===== src/rtl/mult_pkg.sv =====
// Shared types and defaults for the shift-and-add multiplier.
package mult_pkg;

   typedef enum logic [1:0] {
      S_IDLE = 2'd0,
      S_RUN  = 2'd1,
      S_DONE = 2'd2
   } mult_state_t;

   localparam int DEFAULT_WIDTH = 8;

endpackage : mult_pkg


===== src/rtl/adder8.sv =====
// Combinational adder/subtractor: control=0 adds, control=1 subtracts.
// Only the low WIDTH bits of the result are produced; no carry-out.
module adder8 #(
   parameter int WIDTH = 8
) (
   input  logic [WIDTH-1:0] op1,
   input  logic [WIDTH-1:0] op2,
   input  logic             control,
   output logic [WIDTH-1:0] sum
);

   // Single add or subtract depending on control
   always_comb begin
      if (control) sum = op1 - op2;
      else         sum = op1 + op2;
   end

endmodule : adder8


===== src/rtl/shift_add_mult.sv =====
// Sequential unsigned shift-and-add multiplier. One partial product is
// accumulated per clock through a shared adder8; the result is ready
// WIDTH clocks after start is accepted.
module shift_add_mult
   import mult_pkg::*;
#(
   parameter int WIDTH = DEFAULT_WIDTH
) (
   input  logic               clk,
   input  logic               reset,
   input  logic               start,
   input  logic [WIDTH-1:0]   op_a,
   input  logic [WIDTH-1:0]   op_b,
   output logic               busy,
   output logic               done,
   output logic [2*WIDTH-1:0] product
);

   localparam int CW = $clog2(WIDTH + 1);
   localparam logic [CW-1:0] CNT_INIT = CW'(WIDTH);
   localparam logic [CW-1:0] CNT_LAST = CW'(1);

   mult_state_t        r_state;
   mult_state_t        w_state_nxt;
   logic [WIDTH-1:0]   r_mcand;
   logic [WIDTH-1:0]   r_hi;
   logic [WIDTH-1:0]   r_lo;
   logic [CW-1:0]      r_count;
   logic [2*WIDTH-1:0] r_product;

   logic               w_accept;
   logic               w_last;
   logic [WIDTH-1:0]   w_addend;
   logic [WIDTH-1:0]   w_sum;
   logic               w_carry;
   logic [WIDTH-1:0]   w_hi_nxt;
   logic [WIDTH-1:0]   w_lo_nxt;

   // New operation may only be taken while not running
   assign w_accept = start && ((r_state == S_IDLE) || (r_state == S_DONE));
   assign w_last   = (r_count == CNT_LAST);

   // Partial product: multiplicand when the current multiplier bit is set
   assign w_addend = r_lo[0] ? r_mcand : '0;

   adder8 #(
      .WIDTH (WIDTH)
   ) u_add (
      .op1     (r_hi),
      .op2     (w_addend),
      .control (1'b0),
      .sum     (w_sum)
   );

   // adder8 has no carry-out, so recover it from the operand and sum MSBs
   assign w_carry = (r_hi[WIDTH-1] & w_addend[WIDTH-1]) |
                    ((r_hi[WIDTH-1] | w_addend[WIDTH-1]) & ~w_sum[WIDTH-1]);

   // {carry, sum, lo} shifted right by one
   assign w_hi_nxt = {w_carry, w_sum[WIDTH-1:1]};
   assign w_lo_nxt = {w_sum[0], r_lo[WIDTH-1:1]};

   // State register
   always_ff @(posedge clk or posedge reset) begin
      if (reset) r_state <= S_IDLE;
      else       r_state <= w_state_nxt;
   end

   // Next-state logic
   always_comb begin
      w_state_nxt = r_state;
      case (r_state)
         S_IDLE:  w_state_nxt = start ? S_RUN : S_IDLE;
         S_RUN:   w_state_nxt = w_last ? S_DONE : S_RUN;
         S_DONE:  w_state_nxt = start ? S_RUN : S_IDLE;
         default: w_state_nxt = S_IDLE;
      endcase
   end

   // Handshake outputs decoded from state
   always_comb begin
      busy    = (r_state == S_RUN);
      done    = (r_state == S_DONE);
      product = r_product;
   end

   // Operand capture, shift-and-add step and result latch
   always_ff @(posedge clk or posedge reset) begin
      if (reset) begin
         r_mcand   <= '0;
         r_hi      <= '0;
         r_lo      <= '0;
         r_count   <= '0;
         r_product <= '0;
      end else if (w_accept) begin
         r_mcand <= op_a;
         r_hi    <= '0;
         r_lo    <= op_b;
         r_count <= CNT_INIT;
      end else if (r_state == S_RUN) begin
         r_hi    <= w_hi_nxt;
         r_lo    <= w_lo_nxt;
         r_count <= r_count - CNT_LAST;
         if (w_last) r_product <= {w_hi_nxt, w_lo_nxt};
      end
   end

endmodule : shift_add_mult

===== config.mk =====
export PLATFORM = sky130hd
export DESIGN_NAME = shift_add_mult
export DESIGN_NICKNAME = d
export VERILOG_FILES = /design/src/rtl/mult_pkg.sv /design/src/rtl/adder8.sv /design/src/rtl/shift_add_mult.sv
export SDC_FILE = /design/constraint.sdc
export NUM_CORES = 1
export LEC_CHECK = 0
export ABC_CLOCK_PERIOD_IN_PS = 4000
export BUFFER_PORTS_ARGS = -buffer_cell sky130_fd_sc_hd__buf_2
export CORE_MARGIN = 4
export CORE_UTILIZATION = 35
export CTS_CLUSTER_DIAMETER = 30
export CTS_CLUSTER_SIZE = 40
export DETAILED_ROUTE_END_ITERATION = 12
export PLACE_DENSITY = 0.51
export SLEW_MARGIN = 15
export SYNTH_ARGS = -nofsm -noshare
export SYNTH_HDL_FRONTEND = slang
export SYNTH_SLANG_ARGS = --single-unit

===== constraint.sdc =====
create_clock -name clk -period 4 [get_ports clk]
set_input_delay 0.2 -clock clk [delete_from_list [all_inputs] [get_ports clk]]
set_output_delay 0.2 -clock clk [all_outputs]
set_load 0.01 [all_outputs]

Word level (Yosys, flattened, before mapping)
Index checks and enable logic that the tools add are counted.
{"block": "totals", "reg_bits": 46, "output_inout_bits": 18, "elab_cells": 33, "inputBits": 19}
{"block": "op_classes", "mux": 10, "n_reduce_logical": 6, "bitwise": 6, "n_addsub": 2, "n_eq_ne": 3}
{"cell": "$mux W8", "n": 5}
{"cell": "$add A8 B8 Y8", "n": 1}
{"cell": "$mux W4", "n": 2}
{"cell": "$eq A4 B1 Y1 const B", "n": 1}
{"cell": "$pmux W2 S2", "n": 1}
{"cell": "$sub A4 B1 Y4 const B", "n": 1}
{"cell": "$reduce_and A3 Y1", "n": 1}
{"cell": "$and A1 B1 Y1", "n": 2}
{"cell": "$eq A2 B1 Y1 const B", "n": 1}
{"cell": "$eq A2 B2 Y1 const B", "n": 1}
{"cell": "$logic_not A2 Y1", "n": 1}
{"cell": "$mux W2", "n": 1}
{"cell": "$not A1 Y1", "n": 2}
{"cell": "$or A1 B1 Y1", "n": 2}
{"cell": "$reduce_bool A2 Y1", "n": 1}
{"cell": "$reduce_or A2 Y1", "n": 1}
{"cell": "$logic_and A1 B1 Y1", "n": 1}
{"cell": "$logic_or A1 B1 Y1", "n": 1}
{"cell": "$mux W1", "n": 1}

Longest topological paths before layout
Gate-level depths: netlist of the first run.
{"block": "depth", "depth_word": 7, "depth_mapped": 10, "depth_no_buf": 10}

Hierarchy
A second synthesis of the first run with hierarchy kept.
{"block": "unflattened", "cells_unflattened": 224, "hier_area_um2": 2411.1}
{"mod": "shift_add_mult", "cells_each": 163, "seq_area_each_um2": 1151.1, "n_inst": 1, "area_per_inst_um2": 1944.4}
{"mod": "adder8", "cells_each": 61, "seq_area_each_um2": 0.0, "n_inst": 1, "area_per_inst_um2": 466.7}

Worst setup path after synthesis of the first run
OpenSTA, ideal clock, no wires.
{"block": "synth_timing", "path_kind": "flip-flop to flip-flop", "from": "register r_lo[0]", "to": "register r_hi[6]", "path_slack_ns": 1.696, "t_required_ns": 3.879, "arrival_time_ns": 2.183, "path_stages_with_launch": 9, "n_path_buf": 0, "setup_ns": 0.121, "period_less_slack_ns": 2.304, "cell_sequence": "dfrtp_1 -> and2_1 -> ha_1 -> and3_1 -> a22o_1 -> o211ai_1 -> nand2_1 -> fa_1 -> a22o_1"}
{"block": "synth_between", "elab_chain_len": 4}
{"item": "start, declared", "line": "shift_add_mult.sv:27", "text": "logic [WIDTH-1:0] r_lo;"}
{"item": "start signal, assigned", "line": "shift_add_mult.sv:98", "text": "r_lo <= op_b;"}
{"item": "start signal, assigned", "line": "shift_add_mult.sv:102", "text": "r_lo <= w_lo_nxt;"}
{"item": "$mux W8", "line": "shift_add_mult.sv:44", "text": "assign w_addend = r_lo[0] ? r_mcand : '0;"}
{"item": "$add A8 B8 Y8", "line": "adder8.sv:15", "text": "else sum = op1 + op2;"}
{"item": "net u_add.sum[7]", "line": "adder8.sv:9", "text": "output logic [WIDTH-1:0] sum"}
{"item": "$mux W8", "line": "shift_add_mult.sv:100", "text": "end else if (r_state == S_RUN) begin"}
{"item": "$mux W8", "line": "shift_add_mult.sv:95", "text": "end else if (w_accept) begin"}
{"item": "end signal, assigned", "line": "shift_add_mult.sv:101", "text": "r_hi <= w_hi_nxt;"}
{"item": "end, declared", "line": "shift_add_mult.sv:26", "text": "logic [WIDTH-1:0] r_hi;"}
The timed path passes the listed nets, and every way through them passes these cells. The select of a mux whose other input is x is not followed.
A chain may end at the register's enable or synchronous reset.

Final worst setup path of the first run
Same ends and word-level chain as after synthesis.

==> impl_metrics.env, run 1 <==
export IMPL_grt_max_degree=47
export IMPL_cts_tree="done"
export IMPL_hold_viol_final=0
export IMPL_sum_of_internal_switching_and_leakage_power_uw=2115
export IMPL_place_detailed_instances=306
export IMPL_synthesis_yosys_warnings=0
export IMPL_die_y_um=86.69
export IMPL_fmax_mhz=398.4
export IMPL_dp_worst_setup_slack_ps=1508
export IMPL_die_area_um2=7514
export IMPL_area_delta_synth_final_pct=16.45
export IMPL_cts_buffers_inserted=5
export IMPL_synth_compound_area_share_pct=11.84
export IMPL_ys_seq_area_share_pct=53.12
export IMPL_timing_worst_slew_pin_value_ps=1003
export IMPL_seq_power_share_pct=38.8
export IMPL_routedWlPerCell_um=14.23
export IMPL_synth_distinct_cells=36
export IMPL_cts_resized=0
export IMPL_grt_antenna_before_repair=0
export IMPL_synth_mux_area_fraction_pct=5.196
export IMPL_drive_gt1_share_pct=23.43
export IMPL_adder_cell_share_of_the_synthesized_area_pct=7.044
export IMPL_placeable_core_region_um2=5956
export IMPL_final_instance_count_excl_fill=314
export IMPL_final_net_count=268
export IMPL_grt_pass1_vias=1633
export IMPL_dominant_combinational_cell_family_by_area_after_synthesis="simple AND/OR/NAND/NOR gates"
export IMPL_timing_final_crit_period_ps=2510
export IMPL_period_share_pct=62.75
export IMPL_drt_vias_per_instance=4.774
export IMPL_grt_remaining_overflow=0
export IMPL_nFillCells=615
export IMPL_route_final_wire_length_um=4467
export IMPL_timing_critical_path_fanout_max=9
export IMPL_cellLeakagePower_uw=0.001284
export IMPL_post_cts_repair_setup_buffers=0
export IMPL_critPathRequiredTime_ps=4190
export IMPL_synth_cells=203
export IMPL_clk_pin_slew_ps=90
export IMPL_initial_core_util_pct=36.39
export IMPL_clkLatencyLatePin_ps=300
export IMPL_syn_cell_area_um2=2167
export IMPL_critical_path_arrival_ps=2700
export IMPL_postLayoutSetupSlackWorst_ps=1490
export IMPL_rsz0062_at_grt="false"
export IMPL_global_route_usage_over_all_layers_pct=13.53
export IMPL_ant_nets=0
export IMPL_gpl_final_weighted_congestion=0.8413
export IMPL_internal_power_uw=1338
export IMPL_synth_xor_area_share_pct=1.617
export IMPL_antennaDiodeCount=0
export IMPL_report_final_slew_viol_count=0
export IMPL_netlist_area_leader_share_pct=53.12
export IMPL_htree_levels=2
export IMPL_clock_path_buffers=2
export IMPL_switching_power_uw=777.4
export IMPL_worstSetupPathType="flip-flop to flip-flop"
export IMPL_finalClockSkew_ps=8.500
export IMPL_yosys_register_bits=46
export IMPL_pwr_share_comb_pct=41.2
export IMPL_initial_drc_count=58
export IMPL_cellPowerDensity_nw_per_um2=838.1
export IMPL_place_detailed_hpwl_um=3064
export IMPL_clock_power_share_pct=20.0
export IMPL_dieWidth_um=86.69
export IMPL_synth_largest_area_cell="dfrtp_1"
export IMPL_post_synth_main_area_contributors="dfrtp_1 (53%), nand2_1 (10%), ha_1 (5.2%)"
export IMPL_max_cap_violations=0
export IMPL_num_io_pins=37
export IMPL_floorplan_rows=28
export IMPL_drt_pass1_iter_count=4
export IMPL_number_of_design_rule_violations_left_after_detail_routing=0
export IMPL_cts_hold_repair_buffers=0
export IMPL_cts_root_buf="clkbuf_8"
export IMPL_first_pass_grt_wire_length_um=7990
export IMPL_tns_ps=0
export IMPL_syn_nets=233
export IMPL_routed_via_count=1499
export IMPL_fin_hold_ws_ps=108.3
export IMPL_synth_area_per_cell_um2=10.68
export IMPL_end_kind="flip-flop"
export IMPL_port_buffers=36
export IMPL_clkSinkCount=46
export IMPL_cp_start_kind="flip-flop"
export IMPL_finalSetupViolCount=0
export IMPL_swShare_pct=36.76
export IMPL_post_synth_and_or_nand_nor_area_fraction_pct=16.69
export IMPL_relSlewSlack_pct=32.86
export IMPL_irDropWorstVdd_mv=0.3113
export IMPL_run_status="completed"
export IMPL_holdCritPathClass="primary input to asynchronous set/reset pin"
==> cell type report <==
type                            count  area, um2  share of cell area (%)
Sequential cell                    46       1151                   45.61
Clock buffer                        6      82.58                   3.272
Multi-Input combinational cell    141      920.9                   36.49
Inverter                            8      35.03                   1.388
Tap cell                           75      93.84                   3.718
Clock inverter                      2      60.06                   2.380
Timing Repair Buffer               36      180.2                   7.139
==> stage by stage <==
stage | utilization (%) | cell area (um2)
floorplan | - | 2167
global placement | 39.98 | 2381
detailed placement | 39.98 | 2381
CTS | 42.37 | 2524
global route | 42.37 | 2524
finish | 42.37 | 2524
==> worst max-delay path: stages, from the launching register on <==
cell      delay (ps)
dfrtp_1          470
and2_1           180
ha_1             350
and3_1           220
a22o_1           260
o211ai_1         170
nand2_1           90
fa_1             450
a22o_1           220
==> cell usage in the layout (no fill, tap or decap), drive strengths merged, types with 4 or more instances in the layout <==
master	n
a22o	5
a22oi	8
and2	7
buf	36
clkbuf	6
dfrtp	46
ha	9
inv	6
mux2	10
nand2	59
nor2b	4
o21ai	4
o31ai	6
==> flip-flops by register name (all words and copies together) (netlist names) <==
signal   cells
r_count      4
r_mcand      8
product     16
r_hi         8
r_lo         8
r_state      2
==> logic make-up after synthesis <==
group	count (synthesis)
and+or+nand+nor	81
buffers and inverters	16
adders and majority gates	11
AOI/OAI and AO/OA	35
xor gates and xnor gates	4
DFF	46
muxes	10
==> per-layer routing <==
metal | vias up | share of wire [%] | track usage [%]
met5 | - | 0 | 0
met3 | 5 | 4.5 | 3.707
met1 | 710 | 50 | 18.21
li1 | 754 | - | -
met2 | 30 | 44 | 21.42
met4 | 0 | 1.2 | 3.824
==> power by group through the flow <==
stage	clock network [uW]	logic, uW	registers (uW)
finish	423	871	821
global route	455	1010	855
CTS	436	887	827
detailed placement	0	880	836
global placement	0	864	834
floorplan	0	644	829
==> synth_stat cells (all sizes together) <==
cell	n
nand2b	2
xor2	1
o21a	3
a21o	3
clkinv	2
nor2b	4
xnor2	3
and2	7
o21ai	4
o31a	1
o31ai	6
inv	6
a21oi	3
nand2	59
buf	6
nor2	2
o2111a	1
or2	1
a22o	5
nor3	2
o211ai	1
or3b	1
a22oi	8
dfrtp	46
ha	9
fa	2
clkbuf	2
nor4	2
and3	1
mux2	10
==> path summary, 6_finish.rpt <==
path	cells past startpoint	from	slack, ps	endpoint
max reg2reg	8	r_lo[0]$_DFFE_PP0P_	1490	r_hi[6]$_DFFE_PP0P_
max in group asynchronous	2	reset	3280	product[8]$_DFFE_PP0P_
max	8	r_lo[0]$_DFFE_PP0P_	1490	r_hi[6]$_DFFE_PP0P_
min	2	reset	110	r_state[1]$_DFF_PP0_
min reg2reg	2	product[8]$_DFFE_PP0P_	480	product[8]$_DFFE_PP0P_
min in group clk	3	op_b[3]	110	r_lo[3]$_DFFE_PP0P_
(Power assumes the default switching activity.)
==> run 2: changes to the inputs <==
--- a/config.mk
+++ b/config.mk
@@ -5,7 +5,7 @@
 export SDC_FILE = /design/constraint.sdc
 export NUM_CORES = 1
 export LEC_CHECK = 0
-export ABC_CLOCK_PERIOD_IN_PS = 4000
+export ABC_CLOCK_PERIOD_IN_PS = 2500
 export BUFFER_PORTS_ARGS = -buffer_cell sky130_fd_sc_hd__buf_2
 export CORE_MARGIN = 4
 export CORE_UTILIZATION = 35
==> constraint.sdc (replaced) <==
create_clock -name clk -period 2.5 [get_ports clk]
set_input_delay 0.125 -clock clk [delete_from_list [all_inputs] [get_ports clk]]
set_output_delay 0.125 -clock clk [all_outputs]
set_load 0.01 [all_outputs]
==> run 2 against run 1 <==
  * Final cell count is 3.2% higher
  * Clock skew is 2.0 ps higher
  * Fmax up 4.5%
  * Flip-flop and latch count did not move
  * Critical path type unchanged
==> impl_metrics.env, run 2 (same netlist as run 1, synthesis figures left out) <==
export IMPL_run_status="completed"
export IMPL_initial_core_util_pct=36.39
export IMPL_port_buffers=36
export IMPL_final_net_count=278
export IMPL_global_route_usage_over_all_layers_pct=13.25
export IMPL_placeable_core_region_um2=5956
export IMPL_fmax_mhz=416.2
export IMPL_report_final_slew_viol_count=0
export IMPL_clkSinkCount=46
export IMPL_end_kind="flip-flop"
export IMPL_critical_path_arrival_ps=2590
export IMPL_critical_path_max_stage_delay_ps=490
export IMPL_hold_viol_final=0
export IMPL_dieWidth_um=86.69
export IMPL_clock_path_buffers=2
export IMPL_num_io_pins=37
export IMPL_place_detailed_hpwl_um=3213
export IMPL_grt_max_degree=47
export IMPL_routedWlPerCell_um=13.87
export IMPL_timing_worst_slew_pin_value_ps=940.2
export IMPL_route_final_wire_length_um=4494
export IMPL_clkLatencyLatePin_ps=300
export IMPL_cp_top_family="adder cells"
export IMPL_mostFrequentLayoutCell="nand2_1"
export IMPL_largest_register_ffs=16
export IMPL_number_of_design_rule_violations_left_after_detail_routing=0
export IMPL_period_share_pct=96.11
export IMPL_htree_levels=2
export IMPL_worstSetupPathType="flip-flop to flip-flop"
export IMPL_initial_drc_count=56
export IMPL_postLayoutSetupSlackWorst_ps=97.21
export IMPL_antennaDiodeCount=0
export IMPL_first_pass_grt_wire_length_um=7776
export IMPL_cts_root_buf="clkbuf_8"
export IMPL_floorplan_rows=28
export IMPL_holdCritPathClass="primary input to asynchronous set/reset pin"
export IMPL_gpl_final_weighted_congestion=0.8735
export IMPL_drive_gt1_share_pct=29.72
export IMPL_drt_pass1_iter_count=4
export IMPL_timing_critical_path_fanout_max=8
export IMPL_nFillCells=597
export IMPL_cts_hold_repair_buffers=0
export IMPL_ant_nets=0
export IMPL_dp_worst_setup_slack_ps=74.96
export IMPL_finalSetupViolCount=0
export IMPL_leading_cell_types_in_the_layout_fill_and_taps_excluded="nand2_1 (58), dfrtp_1 (45), buf_2 (36)"
export IMPL_cp_start_kind="flip-flop"
export IMPL_crit_chain="and2_1 > ha_4 > and3_1 > a22o_1 > o211ai_1 > nand2_1 > fa_1 > a22o_1"
export IMPL_worst_path_buf_inv=0
export IMPL_cts_tree="done"
export IMPL_crit_top_cell="a22o_1"
export IMPL_die_y_um=86.69
export IMPL_irDropWorstVdd_mv=0.4723
export IMPL_routed_via_count=1545
export IMPL_die_area_um2=7514
export IMPL_timing_final_crit_period_ps=2403
export IMPL_relSlewSlack_pct=37.23
export IMPL_area_delta_synth_final_pct=20.50
export IMPL_critPathRequiredTime_ps=2680
export IMPL_finalClockSkew_ps=10.49
export IMPL_clk_pin_slew_ps=90
export IMPL_cellPowerDensity_nw_per_um2=1301
export IMPL_drt_vias_per_instance=4.769
export IMPL_grt_remaining_overflow=0
export IMPL_grt_antenna_before_repair=0
export IMPL_grt_pass1_vias=1590
export IMPL_cellLeakagePower_uw=0.001305
export IMPL_fin_hold_ws_ps=27.13
export IMPL_worst_path_max_delay_cell="fa_1"
export IMPL_max_cap_violations=0
export IMPL_cts_buffers_inserted=5
==> run 2: cell count changes in the layout (fill, tap and decap cells not counted), moves of 2 or more <==
cell and change:
ha_1 -4, bufinv_16 -2, buf_4 +10, ha_4 +4
==> run 2: final timing paths <==
path	to	from	slack, ps	cells after the start
setup / recovery	r_hi[6]$_DFFE_PP0P_	r_lo[0]$_DFFE_PP0P_	100	8
hold / removal	r_state[1]$_DFF_PP0_	reset	30	2
setup reg to reg	r_hi[6]$_DFFE_PP0P_	r_lo[0]$_DFFE_PP0P_	100	8
hold reg to reg	product[4]$_DFFE_PP0P_	product[4]$_DFFE_PP0P_	480	2
max in group asynchronous	r_lo[0]$_DFFE_PP0P_	reset	1830	2
min in group clk	r_lo[4]$_DFFE_PP0P_	op_b[4]	30	3
==> run 2: stage by stage <==
| step | power (uW) | TNS [ps] | cell area [um2] | utilization [%] | std cells |
|---|---|---|---|---|---|
| global route | 3736 | -6.640 | 2611 | 43.84 | 324 |
| global placement | 2813 | 0 | 2434 | 40.86 | 313 |
| detailed placement | 2836 | 0 | 2434 | 40.86 | 313 |
| floorplan | 2358 | 0 | 2167 | - | 203 |
| finish | 3398 | 0 | 2611 | 43.84 | 324 |
| CTS | 3342 | 0 | 2532 | 42.52 | 321 |
==> run 2: metal layers <==
layer | GRT usage [%] | vias up | wire length (um)
li1 | - | 781 | -
met1 | 18.81 | 731 | 2257
met2 | 19.26 | 27 | 1971
met3 | 4.087 | 6 | 199
met4 | 4.249 | 0 | 66
met5 | 0 | - | 0
==> run 2: worst register-to-register path, stage by stage, from the launching register on <==
cell and delay, ps:
dfrtp_2 460, and2_1 180, ha_4 220, and3_1 160, a22o_1 240, o211ai_1 190, nand2_1 100, fa_1 490
a22o_1 250
==> run 2: cell type report <==
class | instances | area, um2 | area share (%)
multi-input combinational | 141 | 975.9 | 37.37
inverter | 8 | 35.03 | 1.342
clock buffer | 6 | 82.58 | 3.162
clock inverter | 2 | 16.27 | 0.6229
sequential | 46 | 1152 | 44.13
tap | 75 | 93.84 | 3.594
timing repair buffer | 46 | 255.2 | 9.775
==> run 2: what timing repair did <==
action	4_1_cts	5_1_grt
buffers inserted	0	3
endpoints found under the setup margin	0	1
resized for setup	0	8
==> run 2: power by group <==
group          switching (uW)  internal (uW)  total, uW
clock network             256            228        483
registers                 239           1100       1340
logic                     813            765       1580
total                    1310           2090       3400
==> run 3: changes to the inputs <==
--- a/config.mk
+++ b/config.mk
@@ -6,7 +6,7 @@
 export NUM_CORES = 1
 export LEC_CHECK = 0
 export ABC_CLOCK_PERIOD_IN_PS = 2500
-export BUFFER_PORTS_ARGS = -buffer_cell sky130_fd_sc_hd__buf_2
+export BUFFER_PORTS_ARGS = -buffer_cell sky130_fd_sc_hd__buf_4
 export CORE_MARGIN = 4
 export CORE_UTILIZATION = 35
 export CTS_CLUSTER_DIAMETER = 30
==> run 3 against run 2 <==
  * Sequential power is essentially flat
  * Fmax grew 1.6%
  * Critical path depth is the same
  * Critical endpoint unchanged
  * Largest cell class unchanged
==> impl_metrics.env, run 3 (same netlist as run 1, synthesis figures left out) <==
export IMPL_placeable_core_region_um2=5956
export IMPL_drt_pass1_iter_count=4
export IMPL_route_met2_wl_um=2073
export IMPL_final_net_count=276
export IMPL_die_area_um2=7514
export IMPL_worst_path_max_delay_cell="fa_1"
export IMPL_clock_power_share_pct=19.1
export IMPL_tns_ps=0
export IMPL_dpl_instance_area_um2=2509
export IMPL_drt_vias_per_instance=4.854
export IMPL_clock_path_buffers=2
export IMPL_initial_drc_count=87
export IMPL_largest_register_ffs=16
export IMPL_worstSetupPathType="flip-flop to flip-flop"
export IMPL_die_y_um=86.69
export IMPL_cellLeakagePower_uw=0.001352
export IMPL_clk_pin_slew_ps=90
export IMPL_antennaDiodeCount=0
export IMPL_worst_path_buf_inv=0
export IMPL_grt_max_degree=25
export IMPL_switching_power_uw=1273
export IMPL_post_route_cell_area_um2=2695
export IMPL_sum_of_internal_switching_and_leakage_power_uw=3559
export IMPL_grt_remaining_overflow=0
export IMPL_timing_final_crit_period_ps=2364
export IMPL_routedWlPerCell_um=14.10
export IMPL_report_final_slew_viol_count=0
export IMPL_highest_signal_layer="met4"
export IMPL_critical_path_arrival_ps=2550
export IMPL_num_io_pins=37
export IMPL_detailroute_wirelength_met3_um=242
export IMPL_seq_power_share_pct=37.3
export IMPL_cp_start_kind="flip-flop"
export IMPL_end_kind="flip-flop"
export IMPL_initial_core_util_pct=36.39
export IMPL_rsz0062_at_grt="false"
export IMPL_first_pass_grt_wire_length_um=7755
export IMPL_floorplan_rows=28
export IMPL_postLayoutSetupSlackWorst_ps=136.2
export IMPL_ant_nets=0
export IMPL_routed_via_count=1563
export IMPL_cts_root_buf="clkbuf_8"
export IMPL_timing_worst_slew_pin_value_ps=581.7
export IMPL_finalClockSkew_ps=6.318
export IMPL_crit_top_cell="a22o_1"
export IMPL_run_status="completed"
export IMPL_timing_critical_path_fanout_max=6
export IMPL_critPathRequiredTime_ps=2690
export IMPL_clkSinkCount=46
export IMPL_detail_route_wirelength_met1_um=2204
export IMPL_mostFrequentLayoutCell="nand2_1"
export IMPL_max_cap_violations=0
export IMPL_area_delta_synth_final_pct=24.36
export IMPL_grt_antenna_before_repair=0
export IMPL_crit_chain="and2_1 > ha_1 > and3_1 > a22o_1 > o211ai_1 > nand2_1 > fa_1 > a22o_1"
export IMPL_grt_pass1_vias=1541
export IMPL_clkLatencyLatePin_ps=300
export IMPL_route_final_wire_length_um=4539
export IMPL_swShare_pct=35.76
export IMPL_hold_viol_final=0
export IMPL_leading_cell_types_in_the_layout_fill_and_taps_excluded="nand2_1 (59), dfrtp_1 (45), buf_4 (42)"
export IMPL_htree_levels=2
export IMPL_place_detailed_hpwl_um=3232
export IMPL_fmax_mhz=423.0
export IMPL_fin_hold_ws_ps=37.60
export IMPL_holdCritPathClass="primary input to flip-flop"
export IMPL_drive_gt1_share_pct=25.91
export IMPL_gpl_final_weighted_congestion=0.8375
export IMPL_number_of_design_rule_violations_left_after_detail_routing=0
export IMPL_cts_buffers_inserted=5
export IMPL_cp_top_family="adder cells"
export IMPL_dp_worst_setup_slack_ps=26.25
export IMPL_period_share_pct=94.55
export IMPL_cts_tree="done"
export IMPL_irDropWorstVdd_mv=0.4738
export IMPL_dieWidth_um=86.69
export IMPL_port_buffers=36
export IMPL_pwr_share_comb_pct=43.6
export IMPL_finalSetupViolCount=0
export IMPL_cellPowerDensity_nw_per_um2=1321
export IMPL_relSlewSlack_pct=61.04
export IMPL_critical_path_max_stage_delay_ps=460
export IMPL_global_route_usage_over_all_layers_pct=13.44
export IMPL_internal_power_uw=2287
## run 3: changes by cell type in the layout (fill, tap and decap cells not counted), sizes merged
cell          delta
buf              -4
bufinv           +2
dlymetal6s2s     +1
dlygate4sd3      +1
clkinvlp         -1
inv              -1
## run 3: power groups by stage
stage	Combinational [uW]	Clock [uW]	Sequential [uW]
after global placement	1500	0	1340
after global routing	1780	738	1380
final	1550	680	1330
after detailed placement	1520	0	1340
after CTS	1520	701	1330
after floorplan	1030	0	1330
## run 3: final timing paths
check                      slack [ps]                    from  cells after the start                endpoint
setup / recovery                  140     r_lo[0]$_DFFE_PP0P_                      8     r_hi[6]$_DFFE_PP0P_
hold / removal                     40                 op_b[4]                      3     r_lo[4]$_DFFE_PP0P_
setup reg to reg                  140     r_lo[0]$_DFFE_PP0P_                      8     r_hi[6]$_DFFE_PP0P_
hold reg to reg                   480  product[8]$_DFFE_PP0P_                      2  product[8]$_DFFE_PP0P_
max in group asynchronous        1380                   reset                      4     r_lo[0]$_DFFE_PP0P_
min in group asynchronous         410                   reset                      3  product[3]$_DFFE_PP0P_
## run 3: layout make-up
| class | count | area (um2) |
|---|---|---|
| multi-input combinational | 141 | 933.4 |
| timing repair buffer | 44 | 337.8 |
| clock buffer | 6 | 82.58 |
| inverter | 8 | 35.03 |
| sequential | 46 | 1152 |
| tap | 75 | 93.84 |
| fill | 607 | 3261 |
| clock inverter | 2 | 60.06 |
## run 3: routing by layer
metal / vias up / GRT usage, %
li1: 770 / -
met1: 753 / 18.41
met2: 38 / 20.45
met3: 2 / 4.278
met4: 0 / 3.824
met5: - / 0
## run 3: what timing repair did
action | CTS | global route
setup buffers | 0 | 2
endpoints found under the setup margin | 0 | 2
hold buffers | 1 | 0
resized for setup | 0 | 2
hold endpoints to repair | 23 | 0
## run 3: worst min-delay path, delay by kind of cell
family / cells / cell delay [ps]
buffers and inverters: 1 / 70
AO/OA/AOI/OAI: 1 / 50
AND/OR/NAND/NOR: 1 / 60
## run 3: through the flow
| step | utilization, % | instances |
|---|---|---|
| floorplan | - | 203 |
| global placement | 42.12 | 311 |
| detailed placement | 42.12 | 311 |
| CTS | 44.68 | 320 |
| global route | 45.25 | 322 |
| finish | 45.25 | 322 |
